--- src/rtl/amplitude_detector_pkg.sv ---
// Shared definitions for the amplitude detector: attenuation codes, peak thresholds, FSM states.
package amp_pkg;

  typedef logic [1:0] amp_code_t;

  localparam amp_code_t AMP_NONE = 2'b00;
  localparam amp_code_t AMP_DIV2 = 2'b01;
  localparam amp_code_t AMP_DIV4 = 2'b10;
  localparam amp_code_t AMP_DIV8 = 2'b11;

  localparam logic [7:0] THRESH_NONE = 8'd128;
  localparam logic [7:0] THRESH_DIV2 = 8'd64;
  localparam logic [7:0] THRESH_DIV4 = 8'd32;

  typedef enum logic [1:0] {
    ST_IDLE    = 2'd0,
    ST_ACQUIRE = 2'd1,
    ST_REPORT  = 2'd2
  } state_t;

  function automatic amp_code_t classify(input logic [7:0] peak);
    if (peak >= THRESH_NONE)      return AMP_NONE;
    else if (peak >= THRESH_DIV2) return AMP_DIV2;
    else if (peak >= THRESH_DIV4) return AMP_DIV4;
    else                          return AMP_DIV8;
  endfunction

endpackage

--- src/rtl/amplitude_detector_peak_tracker.sv ---
// Window sample counter and running maximum; clear restarts the window and can
// take a sample in the same cycle so back-to-back windows lose nothing.
module amp_peak_tracker #(
  parameter int CW = 9
) (
  input  logic          clk,
  input  logic          rst_n,
  input  logic          clear,
  input  logic          sample,
  input  logic [7:0]    data_in,
  output logic [CW-1:0] count,
  output logic [7:0]    peak,
  output logic [7:0]    peak_next
);

  logic [CW-1:0] count_next;
  logic [CW-1:0] base_count;
  logic [7:0]    base_peak;

  always_comb begin
    base_count = clear ? '0 : count;
    base_peak  = clear ? '0 : peak;
    count_next = base_count;
    peak_next  = base_peak;
    if (sample) begin
      count_next = base_count + 1'b1;
      if (data_in > base_peak) peak_next = data_in;
    end
  end

  always_ff @(posedge clk or negedge rst_n) begin
    if (!rst_n) begin
      count <= '0;
      peak  <= '0;
    end else begin
      count <= count_next;
      peak  <= peak_next;
    end
  end

endmodule

--- src/rtl/amplitude_detector.sv ---
// Amplitude detector: classifies the peak of each WINDOW_LEN-sample window into an attenuation code.
// Optional restore path compiled in with `define AMPLITUDE_DETECTOR_RESTORE_EN.
//
//   state      | meaning
//   -----------+-----------------------------------------------------------
//   ST_IDLE    | detection disabled, window state held cleared
//   ST_ACQUIRE | counting valid samples and tracking the peak
//   ST_REPORT  | one cycle: det_valid high, new amp_det visible
module amplitude_detector
  import amp_pkg::*;
#(
  parameter int WINDOW_LEN = 256
) (
  input  logic       clk,
  input  logic       rst_n,
  input  logic       en,
  input  logic       sample_valid,
  input  logic [7:0] data_in,
  output logic [1:0] amp_det,
  output logic       det_valid
`ifdef AMPLITUDE_DETECTOR_RESTORE_EN
  ,
  output logic [7:0] data_out,
  output logic       out_valid
`endif
);

  localparam int CW = $clog2(WINDOW_LEN) + 1;

  state_t        state, state_next;
  logic          clear, take, last;
  logic [CW-1:0] count;
  logic [7:0]    peak, peak_next;

  amp_peak_tracker #(.CW(CW)) u_tracker (
    .clk       (clk),
    .rst_n     (rst_n),
    .clear     (clear),
    .sample    (take),
    .data_in   (data_in),
    .count     (count),
    .peak      (peak),
    .peak_next (peak_next)
  );

  // A sample in REPORT opens the next window, so only IDLE blocks counting.
  always_comb begin
    clear      = (state != ST_ACQUIRE);
    take       = sample_valid && en && (state != ST_IDLE);
    last       = (state == ST_ACQUIRE) && take && (count == CW'(WINDOW_LEN - 1));
    state_next = state;
    case (state)
      ST_IDLE:    if (en) state_next = ST_ACQUIRE;
      ST_ACQUIRE: begin
        if (!en)       state_next = ST_IDLE;
        else if (last) state_next = ST_REPORT;
      end
      ST_REPORT:  state_next = en ? ST_ACQUIRE : ST_IDLE;
      default:    state_next = ST_IDLE;
    endcase
  end

  always_ff @(posedge clk or negedge rst_n) begin
    if (!rst_n) begin
      state   <= ST_IDLE;
      amp_det <= AMP_NONE;
    end else begin
      state <= state_next;
      if (last) amp_det <= classify(peak_next);
    end
  end

  assign det_valid = (state == ST_REPORT);

`ifdef AMPLITUDE_DETECTOR_RESTORE_EN
  logic [10:0] shifted;
  assign shifted = {3'b000, data_in} << amp_det;

  always_ff @(posedge clk or negedge rst_n) begin
    if (!rst_n) begin
      data_out  <= 8'h00;
      out_valid <= 1'b0;
    end else begin
      out_valid <= sample_valid;
      if (sample_valid) data_out <= (|shifted[10:8]) ? 8'hFF : shifted[7:0];
    end
  end
`endif

endmodule

--- config.mk ---
export PLATFORM = sky130hd
export DESIGN_NAME = amplitude_detector
export DESIGN_NICKNAME = d
export VERILOG_FILES = /design/src/rtl/amplitude_detector_pkg.sv /design/src/rtl/amplitude_detector_peak_tracker.sv /design/src/rtl/amplitude_detector.sv
export SDC_FILE = /design/constraint.sdc
export NUM_CORES = 1
export LEC_CHECK = 0
export ABC_AREA = 1
export CAP_MARGIN = 20
export CORE_UTILIZATION = 60
export DETAILED_ROUTE_END_ITERATION = 12
export PLACE_DENSITY = 0.85
export SYNTH_ARGS = -nofsm -noshare
export SYNTH_HDL_FRONTEND = slang
export SYNTH_HIERARCHICAL = 1
export SYNTH_SLANG_ARGS = --single-unit
--- constraint.sdc ---
create_clock -name clk -period 7.6 [get_ports clk]
set_input_delay 2.28 -clock clk [delete_from_list [all_inputs] [get_ports clk]]
set_output_delay 2.28 -clock clk [all_outputs]
set_load 0.005 [all_outputs]
# Yosys cells after proc, flatten, opt, wreduce, memory -nomap -nowiden

Index checks and enable logic that the tools add are counted.

Eq/ne operators: 6
Reduce and logical (&&, ||, !) cells: 7
Muxes and demuxes: 13
Magnitude comparators: 4
Add/sub/neg operators: 1

Operators by type and width:

| operator                                                                | count |
|---|---|
| 8-bit 2-to-1 mux                                                        | 3 |
| 9-bit 2-to-1 mux                                                        | 2 |
| 2-bit 2-to-1 mux                                                        | 5 |
| 9-bit by 1-bit adder with 9-bit output, second input constant           | 1 |
| 9-bit by 8-bit equality test with 1-bit output, second input constant   | 1 |
| 8-bit by 6-bit >= comparator with 1-bit output, second input constant   | 1 |
| 8-bit by 7-bit >= comparator with 1-bit output, second input constant   | 1 |
| 8-bit >= comparator, second input constant                              | 1 |
| 8-bit greater-than comparator                                           | 1 |
| 2-bit one-hot mux with 3 select lines                                   | 1 |
| 1-bit logical AND                                                       | 4 |
| 3-bit inequality test, second input constant                            | 1 |
| 2-bit by 1-bit equality test with 1-bit output, second input constant   | 1 |
| 2-bit equality test, second input constant                              | 1 |
| 2-bit zero test                                                         | 1 |
| 1-bit 2-to-1 mux                                                        | 2 |
| 2-bit by 1-bit inequality test with 1-bit output, second input constant | 1 |
| 2-bit inequality test, second input constant                            | 1 |
| 2-bit AND reduction                                                     | 1 |
| 2-bit nonzero test                                                      | 1 |

Register bits: 21
Logic and storage cells: 35

# Longest topological paths before layout

Gate-level depths: netlist of the first run.

Depth after elaboration: 9
Mapped depth: 21
Depth with buffers taken out: 19

# Hierarchy

Netlist of the first run, hierarchy kept.

Modules (own cells, without submodules):

| module             | seq. area each (um^2) | cells each | area an instance (um^2) | times used |
|---|---|---|---|---|
| amp_peak_tracker   | 425.4                 | 152        | 1118.6                  | 1 |
| amplitude_detector | 100.1                 | 40         | 260.2                   | 1 |

# Worst setup path before layout of the first run

OpenSTA, ideal clock, no wires.

Path type: input-to-reg
Start point: input port data_in[7]
End point: register amp_det[0]
Cell stages on the path: 12
Arrival: 3558 ps
Data required time: 7484 ps
Path buffers: 0
Setup slack: 3926 ps
Cells stage by stage: ha_1 > nand2_1 > nor2_1 > nand2_1 > nand2_2 > nand2_4 > nand2_1 > nand2_1 > nor2_1 > a21oi_1 > nand3_1 > nand2_1

Word-level cells in the longest chain between the ends: 7
Elaborated cells between the ends (all ways): 9
Those cells by class: 4 x order compare; 5 x mux

Ends and longest elaborated chain:

| what                                           | line                                  | source |
|---|---|---|
| start, declared                                | amplitude_detector.sv:18              | `input logic [7:0] data_in,` |
| 8-bit greater-than comparator                  | amplitude_detector_peak_tracker.sv:27 | `if (data_in > base_peak) peak_next = data_in;` |
| 8-bit 2-to-1 mux (*)                           | amplitude_detector_peak_tracker.sv:27 |  |
| 8-bit 2-to-1 mux (*)                           | amplitude_detector_peak_tracker.sv:25 | `if (sample) begin` |
| net peak_next[7]                               | amplitude_detector.sv:33              | `logic [7:0] peak, peak_next;` |
| 8-bit by 6-bit >= comparator with 1-bit output | amplitude_detector_pkg.sv:24          | `else if (peak >= THRESH_DIV4) return AMP_DIV4;` |
| 1-bit 2-to-1 mux                               | amplitude_detector_pkg.sv:24          |  |
| 2-bit 2-to-1 mux                               | amplitude_detector_pkg.sv:23          | `else if (peak >= THRESH_DIV2) return AMP_DIV2;` |
| 2-bit 2-to-1 mux (*)                           | amplitude_detector_pkg.sv:22          | `if (peak >= THRESH_NONE) return AMP_NONE;` |
| end signal, assigned                           | amplitude_detector.sv:69              | `if (last) amp_det <= classify(peak_next);` |
| end, declared                                  | amplitude_detector.sv:19              | `output logic [1:0] amp_det,` |

The timed path passes the listed nets; every way through them passes the cells marked *.
A chain may end at the register's enable or synchronous reset.

# Final worst setup path of the first run

Ends and elaborated chain as after synthesis.

==> results.md, run 1 <==
- Final hold vios: 0
- Logic pwr share: 19.6%
- Clock Power Share: 25.1%
- PwrDens: 136 mW/mm²
- Sequential power share: 55.3%
- Cts hold-fix bufs: 0
- Syn nets: 213
- Postcts setup bufs: 0
- Post-layout minimum cycle time: 4.06 ns
- Ports: 15
- Post-Synth XOR/XNOR Area: 3.18%
- Hold EP: amp_det[0]$_DFFE_PN0P_
- Period Utilization, post-route: 53.5%
- Worst skew pair latency: 0.30 ns
- Reg2Reg Capture Point: amp_det[0]$_DFFE_PN0P_
- Worst-path clk slew: 0.11 ns
- Drt first-iter violations: 26
- Internal: 151 µW
- Rows: 16
- Post-route clock skew: 0.00715 ns
- CP startpoint kind: input port
- Maximum clock frequency: 246 MHz
- Endpoint kind of the worst setup timing path: flop
- CP max FO: 9
- Via/cell ratio: 4.97
- Fillers: 150
- Cts bufs inserted: 3
- Synth Area in Compound Gates: 3.54%
- Max H-tree Level: 1
- Hold path depth: 2
- Pin count of the biggest net entering global routing: 22
- Clock root cell: clkbuf_4
- WP data arrival: 4.27 ns
- Initial Util: 66.9%
- Synthesized area: 0.00138 mm²
- Placement-stage worst setup slack: 3.21 ns
- Sink Count: 21
- Sw Share: 29.3%
- CTS resizes: 0
- Distinct cell type count after synthesis: 22
- Mapped Cells: 192
- Area growth syn-to-layout: 14.3%
- Die ar.: 0.00249 mm²
- First drt pass iteration count: 4
- Part of the Yosys area used for sequential elements: 38.1%
- Final Setup Violations: 0
- Routed wire length: 2670 µm
- Input/output buffers: 14
- Leak Pwr: 0.910 nW
- Synthesized area per cell: 7.18 µm²
- Core Util, Final: 76.5%
- Reg2reg setup slack: 4.63 ns
- Status: finished, final reports clean
- Fin Setup TNS: 0 ns
- Hold WC Path Type: flop to flop
- Crit path kind: input port to flop
- Die Span X: 49.9 µm
- Min-delay src: amp_det[0]$_DFFE_PN0P_
- Nets@finish: 231
- Vias in the first global route: 1,134
- Antenna Diode Count: 0
- Worst-Margin Slew: 0.591 ns
- Final hold slack: 0.485 ns
- Total power: 214 µW
- Residual DRC: 0
- Global route total overflow: 0
- Routed len/inst: 11.3 µm
- Relative slew slack: 60.6%
- Slack of the critical path: 3.54 ns
- # Max-Cap Violations: 0
- Clock buffer depth: 2
- Yosys warns: 6
- Core footprint: 0.00206 mm²
- Combinational family with the most area after synthesis: simple AND/OR/NAND/NOR gates
- Post-route antenna net violation count: 0
- Area share of and/or/nand/nor cells after synthesis: 36.1%
- Share of cells above drive strength 1: 8.13%
- Total GRT Usage: 24.5%
- VDD IR-drop max: 0.119 mV
- CTS tree: yes
- Synth Register Bits: 21
- Sw Pwr: 62.7 µW
- R2r startpoint: state[1]$_DFFE_PN0P_
- Vias: 1,173
- Post-DP HPWL: 2040 µm
- R2R cell count: 16
- Worst path required time: 7.81 ns
- Final GP Congestion: 0.913
- RSZ-0062 raised after global routing: no
- Synth top area share: 38.1%
- Top post-synthesis cells by area: dfrtp_1, nand2_1, inv_1
- Mux cell area share after synthesis: 0%
- Synth Area in Adders: 8.17%
- Post-synth top area cell: dfrtp_1
- First-pass GRT wire length: 4600 µm
- Final slew viol count: 0
- Die height: 49.9 µm
- Initial antenna violation count: 0
-- synth_stat cells --
cell,number
nand2_1,65
inv_1,34
dfrtp_1,21
nand3_1,21
nor2_1,15
ha_1,9
nand2_2,5
a21oi_1,3
xor2_1,3
nor2_2,2
o21ai_0,2
xnor2_1,2
a21o_1,1
a21oi_4,1
buf_4,1
buf_6,1
inv_2,1
nand2_4,1
nand3b_1,1
nand4_1,1
nor2_4,1
nor3b_2,1
-- kinds of logic (layout without fill, tap and decap cells) --
group                    Yosys count  in the layout
AO/OA/AOI/OAI                      7              7
XOR/XNOR                           5              5
buffers and inverters             37             54
flip-flops                        21             21
AND/OR/NAND/NOR                  113            113
adder cells (fa/ha/maj)            9              9
-- worst max-delay path, stage by stage --
cell	delay (ns)
clkdlybuf4s50_1	0.44
ha_1	0.33
nand2_1	0.08
nor2_1	0.27
nand2_1	0.11
nand2_2	0.17
nand2_4	0.10
nand2_1	0.07
nand2_1	0.07
nor2_1	0.13
a21oi_1	0.08
nand3_1	0.08
nand2_1	0.05
-- state kept, by name (all words and copies together), names as in the netlist --
signal,cells
u_tracker/peak,8
state,2
amp_det,2
u_tracker/count,9
-- power groups by stage --
stage / logic [mW] / clock network [mW] / registers [mW]
5_1_grt: 0.0482 / 0.0593 / 0.119
2_1_floorplan: 0.0284 / 0 / 0.120
3_3_place_gp: 0.0396 / 0 / 0.120
4_1_cts: 0.0414 / 0.0573 / 0.118
6_report: 0.0419 / 0.0537 / 0.118
3_5_place_dp: 0.0412 / 0 / 0.120
-- final cells by class --
class | instances | area, µm² | area share [%]
clock inverter | 1 | 5.00 | 0.317
inverter | 35 | 131 | 8.33
multi-input combinational | 134 | 703 | 44.6
sequential | 21 | 526 | 33.3
tap | 27 | 33.8 | 2.14
timing repair buffer | 15 | 155 | 9.84
clock buffer | 3 | 22.5 | 1.43
-- layer usage --
metal	global-route usage (%)	routed length (µm)	vias to the layer above	share of wire (%)
li1	-	-	614	-
met1	32.0	1340	541	50
met2	41.7	1240	14	46
met3	3.70	66	4	2.5
met4	7.14	25	0	0.94
met5	0	0	-	0
-- cell usage in the layout (no fill, tap or decap), types with 5 or more instances in the layout --
cell / n
nand2_1: 65
inv_1: 34
dfrtp_1: 21
nand3_1: 21
nand2_2: 5
clkdlybuf4s50_1: 14
nor2_1: 15
ha_1: 9
-- through the flow --
step	instance area, µm²	instances
2_1_floorplan	1380	192
3_3_place_gp	1530	231
3_5_place_dp	1530	231
4_1_cts	1560	235
5_1_grt	1580	236
6_report	1580	236
-- worst max-delay path by stage --
stage,start,to,slack (ns),depth (start not counted)
after floorplan,data_in[7],amp_det[0]$_DFFE_PN0P_,3.93,12
after global placement,data_in[7],amp_det[0]$_DFFE_PN0P_,3.30,13
after detailed placement,data_in[7],amp_det[0]$_DFFE_PN0P_,3.21,13
after CTS,data_in[7],amp_det[0]$_DFFE_PN0P_,3.54,13
after global routing,data_in[7],amp_det[0]$_DFFE_PN0P_,3.37,13
final,data_in[7],amp_det[0]$_DFFE_PN0P_,3.54,13
No activity file was read; power rests on OpenSTA's default activity.
==> run 2, diff against run 1 <==
--- a/config.mk
+++ b/config.mk
@@ -7,9 +7,9 @@
 export LEC_CHECK = 0
 export ABC_AREA = 1
 export CAP_MARGIN = 20
-export CORE_UTILIZATION = 60
+export CORE_UTILIZATION = 55
 export DETAILED_ROUTE_END_ITERATION = 12
-export PLACE_DENSITY = 0.85
+export PLACE_DENSITY = 0.79
 export SYNTH_ARGS = -nofsm -noshare
 export SYNTH_HDL_FRONTEND = slang
 export SYNTH_HIERARCHICAL = 1
==> constraint.sdc (replaced) <==
create_clock -name clk -period 4 [get_ports clk]
set_input_delay 1.2 -clock clk [delete_from_list [all_inputs] [get_ports clk]]
set_output_delay 1.2 -clock clk [all_outputs]
set_load 0.005 [all_outputs]
==> run 2 against run 1 <==
Non-clock buffer count is 1 lower; final cell count stayed put; first-iteration DRC count is 12% lower; die area is 8.7% higher; clock skew is 0.0055 ns lower; utilization is 8.5 points lower; clock power is 92% higher; total power is 89% higher; wire length is 1.1% lower; sequential cell count stayed put; worst setup slack worse by 2.5 ns; largest cell class unchanged; highest routed layer unchanged.
==> results.md, run 2 (synthesized netlist as in run 1, its figures left out) <==
- Multi-input logic area: 703 µm²
- Slack of the critical path: 1.06 ns
- Relative slew slack: 36.7%
- Post-route clock skew: 0.00168 ns
- Cts bufs inserted: 3
- CP bufs+invs: 3
- Most common cell on crit path: nand2_1
- Total power: 405 µW
- Post-layout minimum cycle time: 2.94 ns
- Worst-Margin Slew: 0.946 ns
- Initial antenna violation count: 0
- Endpoint kind of the worst setup timing path: flop
- Maximum clock frequency: 340 MHz
- Area growth syn-to-layout: 13.2%
- Worst-path clk slew: 0.12 ns
- CP max FO: 20
- Initial Util: 60.0%
- Pin count of the biggest net entering global routing: 22
- Most frequent cells in the layout: nand2_1, inv_1, nand3_1, dfrtp_1, nor2_1
- Worst skew pair latency: 0.30 ns
- Leak Pwr: 0.900 nW
- Cts hold-fix bufs: 0
- Fin Setup TNS: 0 ns
- Post-DP HPWL: 2010 µm
- CTS resizes: 0
- Crit path kind: flop to flop
- CP max-delay cell: inv_1
- Largest register FFs: 9
- Share of cells above drive strength 1: 7.21%
- Global route total overflow: 0
- CP startpoint kind: flop
- Sequential cell area: 526 µm²
- Input/output buffers: 14
- Core footprint: 0.00230 mm²
- Final hold vios: 0
- Clock root cell: clkbuf_4
- Routed wire length: 2640 µm
- PwrDens: 259 mW/mm²
- Worst path required time: 4.20 ns
- Ports: 15
- Die height: 52.1 µm
- Via/cell ratio: 4.90
- Worst path max stage delay: 0.49 ns
- Worst path top cell family by delay: simple AND/OR/NAND/NOR gates
- VDD IR-drop max: 0.168 mV
- First drt pass iteration count: 4
- Rows: 17
- CP Cell Sequence: inv_2, nor2_2, inv_1, inv_1, nand2_1, ha_1, nand2_1, nor2_1, nand2_1, nand2_2, nand2_4, nand2_1, nand2_1, nor2_1, a21oi_1, nand3_1, nand2_1
- Sink Count: 21
- Biggest register: u_tracker/count
- # Max-Cap Violations: 0
- Antenna Diode Count: 0
- Placement-stage worst setup slack: 0.760 ns
- Status: finished, final reports clean
- Nets@finish: 230
- Clock buffer depth: 2
- Post-route antenna net violation count: 0
- Residual DRC: 0
- Top Registers: u_tracker/count (9), u_tracker/peak (8)
- Total GRT Usage: 23.4%
- Period Utilization, post-route: 73.5%
- WP data arrival: 3.14 ns
- Vias in the first global route: 1,120
- Final Setup Violations: 0
- CTS tree: yes
- Die Span X: 52.1 µm
- Vias: 1,156
- Most common cell after layout, fill and taps aside: nand2_1
- Area after DPL: 0.00154 mm²
- RSZ-0062 raised after global routing: no
- Fillers: 183
- Die ar.: 0.00271 mm²
- Final Cell Area: 0.00156 mm²
- Hold WC Path Type: flop to flop
- Final slew viol count: 0
- Final GP Congestion: 0.787
- First-pass GRT wire length: 4590 µm
- Routed len/inst: 11.2 µm
- Max H-tree Level: 1
- Postcts setup bufs: 0
- Drt first-iter violations: 23
## run 2: worst min-delay path, stage by stage (launching register included)
cell     delay (ns)
dfrtp_1        0.37
nand2_1        0.06
nand2_1        0.05
## run 2: path summary, 6_finish.rpt
kind | from | slack, ns | cells past startpoint | end
hold / removal | amp_det[0]$_DFFE_PN0P_ | 0.50 | 2 | amp_det[0]$_DFFE_PN0P_
min in group asynchronous | rst_n | 1.42 | 1 | u_tracker/peak[5]$_DFF_PN0_
setup / recovery | state[0]$_DFFE_PN0P_ | 1.06 | 17 | amp_det[0]$_DFFE_PN0P_
max in group asynchronous | rst_n | 2.01 | 1 | u_tracker/peak[2]$_DFF_PN0_
hold reg to reg | amp_det[0]$_DFFE_PN0P_ | 0.50 | 2 | amp_det[0]$_DFFE_PN0P_
setup reg to reg | state[0]$_DFFE_PN0P_ | 1.06 | 17 | amp_det[0]$_DFFE_PN0P_
## run 2: power breakdown
| part | leakage [nW] | switching [mW] | internal, mW |
|---|---|---|---|
| combinational | 0.596 | 0.0492 | 0.0280 |
| sequential | 0.289 | 0.00416 | 0.220 |
| clock | 0.0150 | 0.0641 | 0.0388 |
## run 2: per-layer routing
layer | vias to the layer above | part of all wire (%) | GRT usage [%]
met1 | 518 | 49 | 28.4
met4 | 0 | 0.64 | 8.11
li1 | 621 | - | -
met2 | 15 | 48 | 42.1
met5 | - | 0 | 0
met3 | 2 | 2.3 | 2.63
## run 2: through the flow
step | std cells | util [%] | hold slack [ns]
finish | 236 | 68.0 | 0.495
global route | 236 | 68.0 | 0.528
CTS | 236 | 68.0 | 0.500
detailed placement | 232 | 66.8 | 0.471
global placement | 232 | 66.8 | 0.458
floorplan | 192 | - | 0.465
## run 2: layout make-up
class / instances / share of cell area (%)
tap: 28 / 2.24
timing repair buffer: 14 / 8.97
multi-input combinational: 134 / 45.0
inverter: 35 / 8.41
sequential: 21 / 33.7
clock buffer: 4 / 1.68
==> run 3, diff against run 2 <==
==> constraint.sdc (replaced) <==
create_clock -name clk -period 2.8 [get_ports clk]
set_input_delay 0.84 -clock clk [delete_from_list [all_inputs] [get_ports clk]]
set_output_delay 0.84 -clock clk [all_outputs]
set_load 0.005 [all_outputs]
==> run 3 against run 2 <==
Wire length increased by 7.5%; non-clock buffer count up 6; via count grew 5.7%; die area unchanged; clock power is 44% higher; clock skew rose by 0.0013 ns; final cell count increased by 2.5%; critical path type is now input port to flop.
==> results.md, run 3 (synthesized netlist as in run 1, its figures left out) <==
- Reg2reg setup slack: 0.38 ns
- CP endpoint: amp_det[0]$_DFFE_PN0P_
- Final Cell Area: 0.00161 mm²
- Max H-tree Level: 1
- Period Utilization, post-route: 87.4%
- Nets@finish: 236
- R2R cell count: 16
- Residual DRC: 0
- Slack of the critical path: 0.352 ns
- Die height: 52.1 µm
- Relative slew slack: 82.1%
- Final slew viol count: 0
- Initial antenna violation count: 0
- Final Setup Violations: 0
- Clock buffer depth: 2
- Crit path kind: input port to flop
- Met3 Track Usage GR: 3.22%
- Critical Path Stages: 13
- RSZ-0062 raised after global routing: no
- Worst skew pair latency: 0.30 ns
- Global route total overflow: 0
- Fin Setup TNS: 0 ns
- Final GP Congestion: 0.830
- Die Span X: 52.1 µm
- CP startpoint: data_in[7]
- Maximum clock frequency: 409 MHz
- Sink Count: 21
- CP Cell Sequence: clkdlybuf4s50_1, ha_1, nand2_1, nor2_1, nand2_1, nand2_2, nand2_4, nand2_1, nand2_1, nor2_1, a21oi_1, nand3_1, nand2_1
- Met1 usage: 31.4%
- Most common cell on crit path: nand2_1
- Gr busiest metal: met2
- WP data arrival: 2.65 ns
- First drt pass iteration count: 4
- Initial Util: 60.0%
- Largest register FFs: 9
- Routed len/inst: 11.7 µm
- Leak Pwr: 0.928 nW
- Reg2Reg Capture Point: amp_det[0]$_DFFE_PN0P_
- Top Registers: u_tracker/count (9), u_tracker/peak (8)
- Area growth syn-to-layout: 16.5%
- CP max-delay cell: clkdlybuf4s50_1
- Post-DP HPWL: 2180 µm
- CTS tree: yes
- Via/cell ratio: 5.05
- Worst path max stage delay: 0.43 ns
- PwrDens: 369 mW/mm²
- First-pass GRT wire length: 5180 µm
- Input/output buffers: 14
- CP startpoint kind: input port
- Clock root cell: clkbuf_4
- Vias in the first global route: 1,281
- VDD IR-drop max: 0.245 mV
- Share of cells above drive strength 1: 10.3%
- Final hold vios: 0
- Biggest register: u_tracker/count
- # Max-Cap Violations: 0
- Pin count of the biggest net entering global routing: 22
- Ports: 15
- R2r startpoint: state[1]$_DFFE_PN0P_
- Placement-stage worst setup slack: 0.0373 ns
- Antenna Diode Count: 0
- Postcts setup bufs: 0
- Total GRT Usage: 25.9%
- Rows: 17
- Post-route antenna net violation count: 0
- Status: finished, final reports clean
- Worst path top cell family by delay: simple AND/OR/NAND/NOR gates
- Core footprint: 0.00230 mm²
- Hold WC Path Type: flop to flop
- Drt first-iter violations: 30
- Post-route clock skew: 0.00300 ns
- Endpoint kind of the worst setup timing path: flop
- Cts bufs inserted: 3
- Routed wire length: 2840 µm
- Met2 Resource Use GR: 46.4%
- CP bufs+invs: 1
- Most common cell after layout, fill and taps aside: nand2_1
- Most frequent cells in the layout: nand2_1, inv_1, nand3_1, dfrtp_1, nor2_1
- Worst-path clk slew: 0.12 ns
- Worst path required time: 3.00 ns
- Die ar.: 0.00271 mm²
- CP max FO: 4
- Post-layout minimum cycle time: 2.45 ns
- Worst-Margin Slew: 0.269 ns
- Area after DPL: 0.00158 mm²
- Vias: 1,222
[run 3: cell count changes in the layout (fill, tap and decap cells not counted)]
cell   change
inv_2      +1
buf_4      +6
inv_1      -1
[run 3: worst min path at each step]
| stage | from | end | slack (ns) | depth (start not counted) |
|---|---|---|---|---|
| floorplan | amp_det[0]$_DFFE_PN0P_ | amp_det[0]$_DFFE_PN0P_ | 0.47 | 2 |
| detailed placement | amp_det[0]$_DFFE_PN0P_ | amp_det[0]$_DFFE_PN0P_ | 0.49 | 2 |
| CTS | amp_det[0]$_DFFE_PN0P_ | amp_det[0]$_DFFE_PN0P_ | 0.51 | 2 |
| global placement | amp_det[0]$_DFFE_PN0P_ | amp_det[0]$_DFFE_PN0P_ | 0.46 | 2 |
| finish | amp_det[0]$_DFFE_PN0P_ | amp_det[0]$_DFFE_PN0P_ | 0.51 | 2 |
| global route | amp_det[1]$_DFFE_PN0P_ | amp_det[1]$_DFFE_PN0P_ | 0.54 | 2 |
[run 3: power by group]
group | total (mW) | switching [mW] | internal, mW
sequential | 0.321 | 0.00608 | 0.315
clock | 0.148 | 0.0929 | 0.0555
combinational | 0.123 | 0.0742 | 0.0493
[run 3: area by class of cell]
class	instances	area [µm²]
clock buffer	4	26.3
fill	201	691
inverter	35	131
multi-input combinational	134	703
sequential	21	526
tap	28	35.0
timing repair buffer	20	185
[run 3: through the flow]
step,power (mW),hold WS (ns),instances,util (%)
after floorplan,0.402,0.465,192,-
after global placement,0.443,0.456,238,68.8
after detailed placement,0.449,0.486,238,68.8
after CTS,0.596,0.514,242,69.9
after global routing,0.627,0.536,242,69.9
final,0.593,0.511,242,69.9
[run 3: what timing repair did]
item,4_1_cts,5_1_grt
gates resized for setup,0,1
hold buffers,0,0
setup endpoints to repair,0,1
[run 3: metal layers]
metal  up-vias  share of wire (%)  routed length, µm
li1        633                  -                  -
met2        21                 52               1470
met5         -                  0                  0
met3         2                2.2                 63
met4         0               0.49                 14
met1       566                 45               1290
[run 3: worst min-delay path, cell delays in order (launching register included)]
cell	delay, ns
dfrtp_1	0.37
nand2_1	0.06
nand2_1	0.06
